===== config.mk =====
export PLATFORM = sky130hd
export DESIGN_NAME = fpu_req_ctrl
export DESIGN_NICKNAME = d
export VERILOG_FILES = /design/src/rtl/fpu_pkg.sv /design/src/rtl/fpu_wait_cnt.sv /design/src/rtl/fpu_req_ctrl.sv
export SDC_FILE = /design/constraint.sdc
export NUM_CORES = 1
export LEC_CHECK = 0
export BUFFER_PORTS_ARGS = -buffer_cell sky130_fd_sc_hd__buf_4
export CORE_ASPECT_RATIO = 0.6
export CORE_UTILIZATION = 40
export CTS_CLUSTER_DIAMETER = 150
export DETAILED_ROUTE_END_ITERATION = 6
export GPL_ROUTABILITY_DRIVEN = 0
export PLACE_DENSITY_LB_ADDON = 0.12
export SYNTH_ARGS = -nofsm -noshare
export SYNTH_HDL_FRONTEND = slang
export SYNTH_HIERARCHICAL = 1
export SYNTH_SLANG_ARGS = --single-unit

===== constraint.sdc =====
create_clock -name Clk -period 2.24 [get_ports Clk]
set_clock_uncertainty 0.1 [all_clocks]
set_input_delay 0.448 -clock Clk [delete_from_list [all_inputs] [get_ports Clk]]
set_output_delay 0.448 -clock Clk [all_outputs]
set_load 0.01 [all_outputs]

===== src/rtl/fpu_pkg.sv =====
// Shared definitions for the FPU request controller.
//   OP_ADD/OP_SUB/OP_MUL/OP_DIV : FPU_Core opcode values
//   QNAN                        : result word returned for an illegal opcode
//   FLAGS_ILLEGAL               : rsp_flags value for an illegal opcode
//   state_t                     : controller FSM encoding (IDLE, WAIT, RESP)
//   op_legal()                  : true when the opcode is one FPU_Core implements
package fpu_pkg;

    localparam logic [3:0]  OP_ADD = 4'd0;
    localparam logic [3:0]  OP_SUB = 4'd1;
    localparam logic [3:0]  OP_MUL = 4'd2;
    localparam logic [3:0]  OP_DIV = 4'd3;

    localparam logic [31:0] QNAN          = 32'h7FC0_0000;
    localparam logic [3:0]  FLAGS_ILLEGAL = 4'b1000;

    // Wide enough for FPU_LAT up to 15.
    localparam int unsigned CNT_W = 4;

    typedef enum logic [1:0] {
        IDLE = 2'd0,
        WAIT = 2'd1,
        RESP = 2'd2
    } state_t;

    function automatic logic op_legal(input logic [3:0] op);
        return op <= OP_DIV;
    endfunction

endpackage


===== src/rtl/fpu_wait_cnt.sv =====
// Latency counter for the FPU request controller.
// Loads a start value, counts down once per dec cycle, and flags done when
// the count reads 1 (the last wait cycle).
//   clk, rst_n : clock, asynchronous active-low reset (count cleared)
//   load       : load load_val (has priority over dec)
//   load_val   : start value
//   dec        : decrement when non-zero
//   done       : count == 1
module fpu_wait_cnt
    import fpu_pkg::*;
#(
    parameter int unsigned WIDTH = CNT_W
) (
    input  logic             clk,
    input  logic             rst_n,
    input  logic             load,
    input  logic [WIDTH-1:0] load_val,
    input  logic             dec,
    output logic             done
);

    logic [WIDTH-1:0] count;

    always_ff @(posedge clk or negedge rst_n) begin
        if (!rst_n) begin
            count <= '0;
        end else if (load) begin
            count <= load_val;
        end else if (dec && (count != '0)) begin
            count <= count - WIDTH'(1);
        end
    end

    assign done = (count == WIDTH'(1));

endmodule


===== src/rtl/fpu_req_ctrl.sv =====
// FPU request controller: accepts one command at a time, drives FPU_Core
// operands, waits FPU_LAT clocks, and returns the result with flags over a
// valid/ready response handshake. Illegal opcodes (> 3) bypass FPU_Core and
// answer with a quiet NaN.
// Optional feature macro: FPU_STICKY_FLAGS_EN adds sticky_clr / sticky_flags.
// Ports:
//   Clk, RstN                      : clock, asynchronous active-low reset
//   req_valid/req_ready            : command handshake (ready only in IDLE)
//   req_a, req_b, req_op           : command operands and opcode
//   a_operand, b_operand, Operation: registered drive to FPU_Core
//   FPU_Output, Exception, Overflow, Underflow : FPU_Core result
//   rsp_valid/rsp_ready            : response handshake
//   rsp_data, rsp_flags            : result word, {illegal_op, Exception, Overflow, Underflow}
//   sticky_clr, sticky_flags       : (FPU_STICKY_FLAGS_EN) accumulated delivered flags
module fpu_req_ctrl
    import fpu_pkg::*;
#(
    parameter int unsigned FPU_LAT = 1
) (
    input  logic        Clk,
    input  logic        RstN,
    input  logic        req_valid,
    output logic        req_ready,
    input  logic [31:0] req_a,
    input  logic [31:0] req_b,
    input  logic [3:0]  req_op,
    output logic [31:0] a_operand,
    output logic [31:0] b_operand,
    output logic [3:0]  Operation,
    input  logic [31:0] FPU_Output,
    input  logic        Exception,
    input  logic        Overflow,
    input  logic        Underflow,
    output logic        rsp_valid,
    input  logic        rsp_ready,
    output logic [31:0] rsp_data,
    output logic [3:0]  rsp_flags
`ifdef FPU_STICKY_FLAGS_EN
    ,
    input  logic        sticky_clr,
    output logic [3:0]  sticky_flags
`endif
);

    state_t state;
    state_t next_state;

    logic accept_legal;
    logic accept_illegal;
    logic capture;
    logic cnt_load;
    logic cnt_dec;
    logic cnt_done;

    fpu_wait_cnt #(
        .WIDTH (CNT_W)
    ) u_wait_cnt (
        .clk      (Clk),
        .rst_n    (RstN),
        .load     (cnt_load),
        .load_val (CNT_W'(FPU_LAT)),
        .dec      (cnt_dec),
        .done     (cnt_done)
    );

    always_ff @(posedge Clk or negedge RstN) begin
        if (!RstN) begin
            state <= IDLE;
        end else begin
            state <= next_state;
        end
    end

    always_comb begin
        next_state     = state;
        req_ready      = 1'b0;
        rsp_valid      = 1'b0;
        accept_legal   = 1'b0;
        accept_illegal = 1'b0;
        capture        = 1'b0;
        cnt_load       = 1'b0;
        cnt_dec        = 1'b0;
        case (state)
            IDLE: begin
                // Gated by RstN so ready stays low while reset is held,
                // even though the state register already sits in IDLE.
                req_ready = RstN;
                if (req_valid) begin
                    if (op_legal(req_op)) begin
                        accept_legal = 1'b1;
                        cnt_load     = 1'b1;
                        next_state   = WAIT;
                    end else begin
                        accept_illegal = 1'b1;
                        next_state     = RESP;
                    end
                end
            end
            WAIT: begin
                cnt_dec = 1'b1;
                if (cnt_done) begin
                    capture    = 1'b1;
                    next_state = RESP;
                end
            end
            RESP: begin
                rsp_valid = 1'b1;
                if (rsp_ready) begin
                    next_state = IDLE;
                end
            end
            default: begin
                next_state = IDLE;
            end
        endcase
    end

    // Operand drive only changes on a legal accept; response registers only
    // change on capture or illegal accept, so both hold across a stalled RESP.
    always_ff @(posedge Clk or negedge RstN) begin
        if (!RstN) begin
            a_operand <= '0;
            b_operand <= '0;
            Operation <= '0;
            rsp_data  <= '0;
            rsp_flags <= '0;
        end else begin
            if (accept_legal) begin
                a_operand <= req_a;
                b_operand <= req_b;
                Operation <= req_op;
            end
            if (capture) begin
                rsp_data  <= FPU_Output;
                rsp_flags <= {1'b0, Exception, Overflow, Underflow};
            end else if (accept_illegal) begin
                rsp_data  <= QNAN;
                rsp_flags <= FLAGS_ILLEGAL;
            end
        end
    end

`ifdef FPU_STICKY_FLAGS_EN
    always_ff @(posedge Clk or negedge RstN) begin
        if (!RstN) begin
            sticky_flags <= '0;
        end else if (sticky_clr) begin
            sticky_flags <= '0;
        end else if (rsp_valid && rsp_ready) begin
            sticky_flags <= sticky_flags | rsp_flags;
        end
    end
`endif

endmodule


# Word level (Yosys, flattened, before mapping)
# Cells that the tools add are included.
word_totals:
  reg_bits: 110
  output_inout_bits: 106
  ramBits: 0
  in_bits: 107
  mem_count: 0
  romBits: 0
  latchBits: 0
classes:
  add_sub_neg: 1
  reduce_logical: 6
  muxes: 22
  magnitude_cmp: 1
  shifts: 0
  n_eq_ne: 6
  mul: 0
  n_div: 0
  n_bitwise: 0
ops:
  columns: ["cell", "count"]
  rows:
  - ["32-bit 2-to-1 mux", 2]
  - ["4-bit 2-to-1 mux", 4]
  - ["1-bit 2-to-1 mux", 11]
  - ["2-bit 2-to-1 mux", 4]
  - ["2-bit != test, second input constant", 3]
  - ["2-bit case mux with 3 select lines", 1]
  - ["4-bit by 1-bit equality test with 1-bit output, second input constant", 1]
  - ["4-bit by 2-bit less-or-equal comparator with 1-bit output, second input constant", 1]
  - ["2-bit nonzero test", 2]
  - ["4-bit nonzero test", 1]
  - ["4-bit by 1-bit subtractor with 4-bit output, second input constant", 1]
  - ["3-bit AND reduction", 1]
  - ["2-bit by 1-bit equality test with 1-bit output, second input constant", 1]
  - ["2-bit equality test, second input constant", 1]
  - ["2-bit logical NOT", 1]
  - ["1-bit logical AND", 1]

# Longest topological paths before layout
logic_depth:
  ltp_word: 6
  depth_mapped: 9

# Cells and area by module
# Netlist, hierarchy kept.
modules_own_cells:
  columns: ["module", "cells_each", "area_per_inst_um2", "seq_area_each_um2", "n_inst"]
  rows:
  - ["fpu_req_ctrl", 325, 4529.3, 2652.5, 1]
  - ["fpu_wait_cnt", 29, 282.8, 100.1, 1]

# Worst setup path after synthesis
# OpenSTA, ideal clock, no wires.
synth_timing:
  path_type: "register -> register"
  startpoint: "reg state[1]"
  endpoint: "reg u_wait_cnt.count[3]"
  arrival_time_ns: 1.579
  setup_ns: 0.126
  path_buffers: 2
  stages_incl_launch_ff: 7
  path_slack_ns: 0.435
  path_cell_list: "dfrtp_1 -> buf_2 -> buf_2 -> nor2_1 -> nor4b_2 -> nor3b_1 -> a221o_1"
synth_via:
  elab_chain_cells: 4
  elab_cells_between_ends: 7
  classes_between: "eq/ne (1); mux (3); reduce/logical (3)"
synth_lines:
  columns: ["item", "line_no", "source"]
  rows:
  - ["start: declaration", "fpu_req_ctrl.sv:45", "state_t state;"]
  - ["start signal: assignment", "fpu_req_ctrl.sv:70", "state <= next_state;"]
  - ["2-bit by 1-bit equality test with 1-bit output", "fpu_req_ctrl.sv:83", "case (state)"]
  - ["1-bit 2-to-1 mux", "fpu_req_ctrl.sv:83", null]
  - ["named net cnt_dec", "fpu_req_ctrl.sv:52", "logic cnt_dec;"]
  - ["1-bit logical AND", "fpu_wait_cnt.sv:29", "end else if (dec && (count != '0)) begin"]
  - ["2-bit nonzero test (no source line)", null, null]
  - ["end signal: assignment", "fpu_wait_cnt.sv:28", "count <= load_val;"]
  - ["end signal: assignment", "fpu_wait_cnt.sv:30", "count <= count - WIDTH'(1);"]
  - ["end: declaration", "fpu_wait_cnt.sv:22", "logic [WIDTH-1:0] count;"]
# The timed path passes the listed nets, and every way through them passes these cells.
# A chain may end at the register's enable or synchronous reset.

# Final worst setup path
layout_timing:
  startpoint: "reg u_wait_cnt.count[1]"
  endpoint: "reg rsp_data[6]"
layout_via:
  elab_chain_cells: 4
  elab_cells_between_ends: 5
  classes_between: "eq/ne (1); mux (3); reduce/logical (1)"
layout_lines:
  columns: ["item", "line_no", "source"]
  rows:
  - ["4-bit by 1-bit equality test with 1-bit output *", "fpu_wait_cnt.sv:34", "assign done = (count == WIDTH'(1));"]
  - ["named net cnt_done", "fpu_req_ctrl.sv:53", "logic cnt_done;"]
  - ["1-bit 2-to-1 mux *", "fpu_req_ctrl.sv:101", "if (cnt_done) begin"]
  - ["1-bit 2-to-1 mux *", "fpu_req_ctrl.sv:83", null]
  - ["32-bit 2-to-1 mux or 2-bit nonzero test (tied branches)", null, null]
  - ["end signal: assignment", "fpu_req_ctrl.sv:134", "rsp_data <= FPU_Output;"]
  - ["end: declaration", "fpu_req_ctrl.sv:36", "output logic [31:0] rsp_data,"]
# The timed path passes the listed nets; every way through them passes the cells marked *.

==> out/metrics.csv <==
stage;metric;value;unit
status;outcome;complete, no violations;
detailed_routing;Detailed Routing Iterations Pass 1;4;
placement;placed cell count;714;
sta;Max Clk Rate;517;MHz
clock_network;post-CTS setup repair buffer count;0;
detailed_routing;vias per cell;4.89;
clock_network;PostCTS Resize Cnt;1;
layout;Area Growth Syn to Fin;42.0;%
worst_setup_path;CP Launch Type;flop;
sta;final period utilization;0.863;
layout;FF/Latch Area;2750;sq um
synth;area leader, netlist;dfrtp_1;
sta;Slew Limit Fails;0;
pwr;Pint;6310;uW
detailed_routing;Post-DRT Antenna Nets;0;
layout;number of nets in the layout;674;
floorplanning;effective utilization at floorplan;0.418;
sta;Hold Fails Final Rpt;0;
synth;most area-consuming cells after synthesis;dfrtp_1 (57%), mux2_4 (21%), a22oi_1 (4.2%), o21ai_0 (2.9%), nand2_1 (2.4%);
detailed_routing;DRC;0;
clock_network;CTS tree;yes;
pwr;Combinational Power Share;0.435;
placement;pre-CTS WS;0.0328;ns
layout;filler instances;953;
sta;final worst slack;0.307;ns
clock_network;H-tree lvl count;3;
sta;final setup TNS;0;ns
global_routing;vias in the first global route;3530;
detailed_routing;DRT Wirelength;11900;microns
synth;Synth Instances;354;
sta;unrepaired setup endpoints after global routing;no;
sta;max_slew headroom;0.605;
placement;Post-DP HPWL;8390;microns
floorplanning;die extent in x;144;microns
worst_setup_path;crit end category;flop;
global_routing;antenna violations before repair;0;
clock_network;Worst-path clk slew;0.08;ns
sta;Final setup viols;0;
clock_network;worst-skew pair later-pin latency;0.34;ns
synth;Synth top area share;0.572;
layout;Non-Filler Instances;729;
job;Max Cap Viol;0;
clock_network;CTS Sinks;110;
global_routing;first-pass GRT wire length;18300;microns
pwr;Leak;0.00351;uW
layout;layout cells sized above 1;0.538;
synth;Yosys cell types;35;
floorplanning;Die Ht;87.0;microns
placement;port bufs;212;
synth;Yosys reg bits;110;
synth;Avg Inst Size Synth;13.6;sq um
pwr;Sw Share;0.330;
pwr;PD cells;1380;nW/um^2
worst_setup_path;Critical Path RT;2.40;ns
floorplanning;I/O pin count;213;
sta;worst-margin pin slew;0.592;ns
worst_setup_path;crit path launch;u_wait_cnt/count[1]$_DFFE_PN0P_;
clock_network;clock root buffer;clkbuf_16;
worst_setup_path;Critical Path AT;2.09;ns
layout;antenna cells;0;
detailed_routing;average wire per cell in the routed design;16.3;microns
layout;commonest non-fill, non-tap cells in the layout;buf_4 (218), dfrtp_1 (110), mux2_4 (66);
worst_setup_path;Crit Reg-Reg Startpoint;u_wait_cnt/count[1]$_DFFE_PN0P_;
pwr;total power;9420;uW
worst_hold_path;hold crit path type;input pin to async pin;
pwr;Max VDD drop;0.570;mV
detailed_routing;First DRT Iteration DRCs;171;
synth;Cell Area, Synth;4810;sq um
detailed_routing;DR vias;3563;
clock_network;Num CTS Buffers;9;
floorplanning;Core Rows;30;
global_routing;global-route usage over all layers;0.190;
clock_network;clk buf depth;2;
pwr;Clk pwr share;0.173;
worst_setup_path;Setup CP Type;flop to flop;
synth;sequential area share after synthesis;0.572;
sta;min Tclk post-route;1.93;ns
pwr;Seq pwr share;0.392;
floorplanning;CORE AREA;11500;sq um
worst_setup_path;crit-path max FO;26;
pwr;sw power;3100;uW
global_routing;Overflow after GRT;0;
layout;commonest non-fill, non-tap cell in the layout;buf_4;
floorplanning;DIE AREA;12500;sq um
layout;Multi-input gate area;1880;sq um
clock_network;Hold Buf Count CTS;0;
global_routing;largest net degree at the start of global routing;111;
synth;Synth Warn #;6;
==> sequential cells by signal (all words and copies together) (netlist names) <==
signal	count
a_operand	32
u_wait_cnt/count	4
rsp_data	32
b_operand	32
Operation	4
rsp_flags	4
state	2
==> Yosys cell counts (all sizes together) <==
cell    count
dfrtp     110
mux2       66
nand2      31
o21ai      31
a22oi      27
buf        17
nor2       14
a21oi      11
o22ai       9
clkbuf      5
inv         5
and2        4
nand2b      3
nor3b       3
conb        2
ha          2
a221o       1
a31o        1
and3b       1
and4b       1
mux2i       1
nand3       1
nand3b      1
nor2b       1
nor3        1
nor4b       1
o21a        1
o311ai      1
o31ai       1
or3b        1
==> logic make-up (layout without fill, tap and decap cells) <==
family	Yosys count	in the layout	share of synthesized area
DFF	110	110	0.572
AOI/OAI and AO/OA	83	83	0.106
muxes	67	67	0.208
and+or+nand+nor	63	63	0.0673
buffers and inverters	27	240	0.0395
adders and majority gates	2	2	0.00520
other	2	4	0.00156
==> area by class of cell <==
class	instances	area share
clock inverters	5	0.00971
repair buffers	220	0.245
well taps	160	0.0293
clock buffers	10	0.0350
inverters	5	0.00275
multi-input cells	219	0.275
flip-flops and latches	110	0.403
==> power groups by stage <==
stage / sequential (uW) / clock, uW / combinational (uW)
floorplan: 3980 / 0 / 1800
global placement: 3650 / 0 / 4050
detailed placement: 3690 / 0 / 4140
CTS: 3690 / 1690 / 4150
global route: 3820 / 1760 / 4440
finish: 3690 / 1630 / 4100
==> worst max-delay path, stage by stage, from the launching register on <==
cell and delay, ns:
dfrtp_1 0.40, inv_1 0.09, ha_1 0.14, nor3b_1 0.28, and3b_2 0.57, a22oi_1 0.14, o21ai_0 0.12
==> metal layers <==
| metal | part of all wire | wire length, microns | GRT usage |
|---|---|---|---|
| met2 | 0.44 | 5280 | 0.282 |
| met3 | 0.094 | 1130 | 0.0654 |
| met5 | 0 | 0 | 0 |
| met4 | 0.0067 | 80 | 0.0435 |
| met1 | 0.46 | 5420 | 0.266 |
==> stage by stage <==
| stage | hold WS, ns | instance area [sq um] | utilization |
|---|---|---|---|
| finish | 0.0871 | 6830 | 0.593 |
| global route | 0.139 | 6830 | 0.593 |
| CTS | 0.123 | 6830 | 0.593 |
| detailed placement | 0.377 | 6530 | 0.566 |
| global placement | 0.371 | 6530 | 0.566 |
| floorplan | 0.0524 | 4820 | - |
==> worst paths after layout <==
check / end / slack, ns / cells after the start
max in group asynchronous: b_operand[3]$_DFFE_PN0P_ / 1.49 / 2
min in group Clk: b_operand[19]$_DFFE_PN0P_ / 0.23 / 2
max reg2reg: rsp_data[6]$_DFFE_PN0P_ / 0.31 / 6
min reg2reg: Operation[3]$_DFFE_PN0P_ / 0.40 / 1
min: b_operand[26]$_DFFE_PN0P_ / 0.09 / 2
max: rsp_data[6]$_DFFE_PN0P_ / 0.31 / 6
No activity file was read; power rests on OpenSTA's default activity.
